--- src/rtl/md_hilo.sv ---
// HI/LO register pair and start/wait sequencer behind the divider and multiplier.
// Captures the selected unit's result after its fixed latency; services mthi/mtlo.
module md_hilo #(
  parameter int DIV_WAIT  = 2,
  parameter int MULT_WAIT = 33
) (
  input  logic        clock,
  input  logic        reset,
  input  logic        start_div,
  input  logic        start_mult,
  input  logic [31:0] div_lo,
  input  logic [31:0] div_hi,
  input  logic        div0,
  input  logic [31:0] mult_lo,
  input  logic [31:0] mult_hi,
  input  logic        mthi,
  input  logic        mtlo,
  input  logic [31:0] wdata,
  output logic [31:0] hi_out,
  output logic [31:0] lo_out,
  output logic        busy,
  output logic        done,
  output logic        div0_exc
);

  typedef enum logic [1:0] {
    IDLE      = 2'd0,
    WAIT_DIV  = 2'd1,
    WAIT_MULT = 2'd2
  } state_e;

  localparam logic [5:0] DIV_LOAD  = 6'(DIV_WAIT - 1);
  localparam logic [5:0] MULT_LOAD = 6'(MULT_WAIT - 1);

  state_e      state_q, state_d;
  logic [5:0]  cnt_q, cnt_d;
  logic [31:0] hi_q, hi_d;
  logic [31:0] lo_q, lo_d;
  logic        busy_q, busy_d;
  logic        done_q, done_d;
  logic        exc_q, exc_d;

  // State, counter, HI/LO and status flops
  always_ff @(posedge clock or negedge reset) begin
    if (!reset) begin
      state_q <= IDLE;
      cnt_q   <= 6'd0;
      hi_q    <= 32'd0;
      lo_q    <= 32'd0;
      busy_q  <= 1'b0;
      done_q  <= 1'b0;
      exc_q   <= 1'b0;
    end else begin
      state_q <= state_d;
      cnt_q   <= cnt_d;
      hi_q    <= hi_d;
      lo_q    <= lo_d;
      busy_q  <= busy_d;
      done_q  <= done_d;
      exc_q   <= exc_d;
    end
  end

  // Next state and latency counter; starts outside IDLE are dropped
  always_comb begin
    state_d = state_q;
    cnt_d   = cnt_q;
    case (state_q)
      IDLE: begin
        if (start_div) begin
          state_d = WAIT_DIV;
          cnt_d   = DIV_LOAD;
        end else if (start_mult) begin
          state_d = WAIT_MULT;
          cnt_d   = MULT_LOAD;
        end else begin
          state_d = IDLE;
          cnt_d   = cnt_q;
        end
      end
      WAIT_DIV: begin
        if (div0 || (cnt_q == 6'd0)) begin
          state_d = IDLE;
        end else begin
          cnt_d = cnt_q - 6'd1;
        end
      end
      WAIT_MULT: begin
        if (cnt_q == 6'd0) begin
          state_d = IDLE;
        end else begin
          cnt_d = cnt_q - 6'd1;
        end
      end
      default: begin
        state_d = IDLE;
        cnt_d   = 6'd0;
      end
    endcase
  end

  // Register writes, capture and one-cycle status pulses
  always_comb begin
    hi_d   = hi_q;
    lo_d   = lo_q;
    done_d = 1'b0;
    exc_d  = 1'b0;
    case (state_q)
      IDLE: begin
        if (mthi) begin
          hi_d = wdata;
        end else begin
          hi_d = hi_q;
        end
        if (mtlo) begin
          lo_d = wdata;
        end else begin
          lo_d = lo_q;
        end
      end
      WAIT_DIV: begin
        if (div0) begin
          exc_d = 1'b1;
        end else if (cnt_q == 6'd0) begin
          hi_d   = div_hi;
          lo_d   = div_lo;
          done_d = 1'b1;
        end else begin
          done_d = 1'b0;
        end
      end
      WAIT_MULT: begin
        if (cnt_q == 6'd0) begin
          hi_d   = mult_hi;
          lo_d   = mult_lo;
          done_d = 1'b1;
        end else begin
          done_d = 1'b0;
        end
      end
      default: begin
        done_d = 1'b0;
        exc_d  = 1'b0;
      end
    endcase
    busy_d = (state_d != IDLE);
  end

  assign hi_out   = hi_q;
  assign lo_out   = lo_q;
  assign busy     = busy_q;
  assign done     = done_q;
  assign div0_exc = exc_q;

endmodule

--- config.mk ---
export PLATFORM = sky130hd
export DESIGN_NAME = md_hilo
export DESIGN_NICKNAME = d
export VERILOG_FILES = /design/src/rtl/md_hilo.sv
export SDC_FILE = /design/constraint.sdc
export NUM_CORES = 1
export LEC_CHECK = 0
export ABC_AREA = 1
export ABC_CLOCK_PERIOD_IN_PS = 2490
export CORE_ASPECT_RATIO = 0.8
export CORE_MARGIN = 2
export CORE_UTILIZATION = 44
export CTS_BUF_LIST = sky130_fd_sc_hd__clkbuf_8 sky130_fd_sc_hd__clkbuf_16
export CTS_CLUSTER_SIZE = 24
export DETAILED_ROUTE_END_ITERATION = 7
export PLACE_DENSITY_LB_ADDON = 0.25
export SLEW_MARGIN = 10
export SYNTH_ARGS = -nofsm -noshare
export SYNTH_HDL_FRONTEND = slang
export SYNTH_SLANG_ARGS = --single-unit
--- constraint.sdc ---
create_clock -name clock -period 2.49 [get_ports clock]
set_input_delay 0.747 -clock clock [delete_from_list [all_inputs] [get_ports clock]]
set_output_delay 0.747 -clock clock [all_outputs]
set_load 0.01 [all_outputs]
== Word level (Yosys, flattened, before mapping) ==
Index checks and enable logic that the tools add are counted.

* Flip-flop bits (word level): 75
* Input bits: 167
* Output and inout bits: 67

* $add $sub $neg: 1
* Equality and inequality tests: 10
* Multiplexer cells: 25
* Reductions and logical operators: 8

{| class="wikitable"
|+ Operator list
! kind !! number
|-
| $mux 32 || 8
|-
| $pmux 32 s3 || 2
|-
| $mux 6 || 4
|-
| $pmux 6 s3 || 1
|-
| $ne 2x2->1 const B || 7
|-
| $reduce_and 5->1 || 2
|-
| $mux 2 || 4
|-
| $logic_not 6->1 || 1
|-
| $pmux 2 s3 || 1
|-
| $sub 6x1->6 const B || 1
|-
| $mux 1 || 4
|-
| $ne 3x3->1 const B || 1
|-
| $reduce_and 3->1 || 1
|-
| $reduce_bool 3->1 || 1
|-
| $eq 2x1->1 const B || 1
|-
| $eq 2x2->1 const B || 1
|-
| $logic_not 2->1 || 1
|-
| $pmux 1 s2 || 1
|-
| $reduce_bool 2->1 || 1
|-
| $logic_or 1x1->1 || 1
|}

== Longest topological paths before layout ==
* Depth after elaboration: 5
* Mapped depth: 9

== Worst setup path before layout ==
Ideal clock, no wire load.

* Path kind: input -> register
* Start: in div0
* End: reg lo_q[11], in the netlist lo_out[11]
* Library setup time: 121 ps
* Data arrival time: 1446 ps
* Required time: 2369 ps
* Setup slack: 923 ps
* Cell stages on the path: 7
* Cells stage by stage: nand2_1 inv_1 a21oi_1 nand2_4 buf_6 nand2_1 o21ai_2

* Word-level cells in the longest chain between the ends: 2

{| class="wikitable"
|+ RTL lines
! item !! line !! source
|-
| from (decl) || 13 || <nowiki>input logic div0,</nowiki>
|-
| $ne 2x2->1 (no source line) || - ||
|-
| $reduce_and 5->1 (no source line) || - ||
|-
| to (signal assigned) || 57 || <nowiki>lo_q <= lo_d;</nowiki>
|-
| to (decl) || 38 || <nowiki>logic [31:0] lo_q, lo_d;</nowiki>
|}

Every way passes these cells.
A chain may end at the register's enable or synchronous reset.

== Final worst setup path ==
* Start: reg lo_q[25], in the netlist lo_out[25]
* End: out lo_out[25]

{| class="wikitable"
|+ RTL lines
! item !! line !! source
|-
| to (decl) || 20 || <nowiki>output logic [31:0] lo_out,</nowiki>
|}

No word-level cell between the ends.

==> metrics.yaml <==
cts_resized: 0
yosysSeqAreaShare: 0.399
cts_max_path_buffers: 2
finalSetupTns_ns: 0
rsz0062_at_grt: "false"
syn_to_final_growth_pct: 57.8
clkLatencyLatePin_ns: 0.33
synthFlopType: "dfrtp_1"
postSynthAreaPerCell_um2: 7.31
cp.arrival_ns: 1.27
post_cts_buffers: 0
worstMarginPinSlew_ns: 0.619
crit_family: "buffers and inverters"
synth_top_family_by_area: "simple AND/OR/NAND/NOR gates"
clkSlewWorstSetupHoldPaths_ns: 0.06
crit_chain: "clkdlybuf4s50_1"
status: "completed"
synthSimpleGateAreaFrac: 0.279
final.min_clock_period_ns: 2.01
cpPeakStageDelay_ns: 0.56
cts_num_sinks: 75
hold_violations: 0
antenna_found_initial: 0
firstDrtPassIters: 4
start_kind: "flop"
vias_per_cell: 4.78
antennaDiodeCount: 0
finalWirelength_um: 13900
synth_nets: 816
fmax_ghz: 0.496
leakagePower_nw: 3.49
drc_errors: 0
async_reset_ff_frac: 1.00
final_cell_mix: "nand2_1 (277), clkdlybuf4s50_1 (232), dfrtp_1 (75)"
initial_core_util: 0.455
gp_congestion: 0.897
multi_input_area_mm2: 0.00238
die_h_um: 96.4
io_buffers: 233
synthAdderAreaFrac: 0.0160
crit_fanout: 2
grt_overflow: 0
io_pins: 234
vias: 4812
grt_max_degree: 65
cap_violations: 0
power.density_mw_per_mm2: 1240
dieArea_mm2: 0.0115
yosys_warnings: 0
synthDistinctLibCells: 24
finalClockSkew_ns: 0.00700
criticalPathCategory: "flop to primary output"
vdd_drop_max_v: 0.000859
min_period_over_period: 0.809
h-tree-depth: 3
num_rows: 33
synth-xor-area-share: 0
grt_pass1_wl_um: 21900
cts_root_buffer: "clkbuf_16"
seqCellArea_mm2: 0.00188
core-area_mm2: 0.0103
end_kind: "primary output"
synth-seq-cells: 75
die_w_um: 120
final-setup-viol-count: 0
drtIter0Drc: 303
fillCellCount: 833
ant_nets: 0
slowest_stage: "clkdlybuf4s50_1"
critical_path_buf_inv_count: 1
synth_compound_area_frac: 0.209
drive_above_1_share: 0.118
layout.nets: 1034
synthesis.area_mm2: 0.00470
layout_commonest_cell: "nand2_1"
worstHoldPathType: "input pin to asynchronous set/reset pin"
synth.area.mux_share: 0
post_drt_wl_per_cell_um: 13.9
track_usage: 0.238
cp.required_ns: 1.74
whs_ns: 0.426
synth_cells: 643
relSlewSlack: 0.587
numCtsBuffers: 9
first_global_vias: 4607
final_util: 0.718
tritoncts: "yes"
hpwl_um: 10800
synth_edf_count: 0
ctsHoldBuffers: 0
timing.final.max_slew_violations: 0
-- flip-flops by register name, indices dropped and copies added, names as in the netlist --
name and cells:
lo_out 32, div0_exc 1, done 1, cnt_q 6, state_q 2, busy 1, hi_out 32
-- cell usage after synthesis, types with 3 or more instances --
master | count | area share
dfrtp_1 | 75 | 0.40
buf_2 | 9 | 0.0096
ha_1 | 6 | 0.016
inv_1 | 48 | 0.038
o21ai_2 | 64 | 0.12
nand2_1 | 277 | 0.22
nand3_1 | 7 | 0.0075
buf_6 | 12 | 0.029
nand4_1 | 3 | 0.0040
o21ai_0 | 5 | 0.0053
buf_4 | 8 | 0.013
nor2_1 | 41 | 0.033
clkbuf_1 | 8 | 0.0064
a21oi_1 | 67 | 0.071
-- layout make-up --
cell class              count  area share
multi-input cells         482       0.322
well taps                 140      0.0236
clock buffers              11      0.0341
flip-flops and latches     75       0.253
clock inverters             5      0.0103
repair buffers            244       0.332
inverters                  49      0.0248
-- worst register-to-register path, cell delays in order, from the launching register on --
cell     delay (ns)
dfrtp_1        0.41
inv_1          0.13
ha_2           0.52
o21ai_4        0.12
nand2_4        0.08
buf_4          0.39
nand2_1        0.15
o21ai_2        0.08
-- final timing paths --
| kind | from | to | slack, ns | cells after the start |
|---|---|---|---|---|
| worst max register to register | state_q[0] | hi_out[6] | 0.52 | 7 |
| max in group asynchronous | reset | hi_out[21] | 1.45 | 2 |
| worst min-delay path | reset | lo_out[7] | 0.43 | 1 |
| worst max-delay path | lo_out[25] | lo_out[25] | 0.48 | 1 |
| min in group clock | hi_out[19] | hi_out[19] | 0.48 | 2 |
| worst min register to register | hi_out[19] | hi_out[19] | 0.48 | 2 |
-- cells by family (layout without fill, tap and decap cells) --
| group | Yosys count | in the layout |
|---|---|---|
| AO/OA/AOI/OAI | 142 | 142 |
| adder cells (fa/ha/maj) | 6 | 6 |
| buffers and inverters | 86 | 309 |
| flip-flops | 75 | 75 |
| AND/OR/NAND/NOR | 334 | 334 |
-- routing by layer --
metal | global-route usage | wire [µm]
met5 | 0 | 0
met4 | 0.0696 | 262
met3 | 0.0745 | 1210
met2 | 0.439 | 6900
met1 | 0.270 | 5570
-- power by group --
part | switching, mW | leakage (nW) | internal [mW] | total [mW]
clock | 0.482 | 0.163 | 0.926 | 1.41
combinational | 3.34 | 2.37 | 2.40 | 5.74
sequential | 0.303 | 0.956 | 1.78 | 2.08
-- metrics by stage --
step / setup slack (ns) / cells / instance area, µm² / total power [mW]
6_report: 0.476 / 1006 / 7410 / 9.22
5_1_grt: 0.389 / 1006 / 7410 / 9.96
4_1_cts: 0.463 / 1006 / 7410 / 9.30
3_5_place_dp: 0.209 / 990 / 7080 / 7.84
3_3_place_gp: 0.292 / 990 / 7080 / 7.66
2_1_floorplan: 0.923 / 643 / 4700 / 6.02
Power figures use the tool's default switching activity.
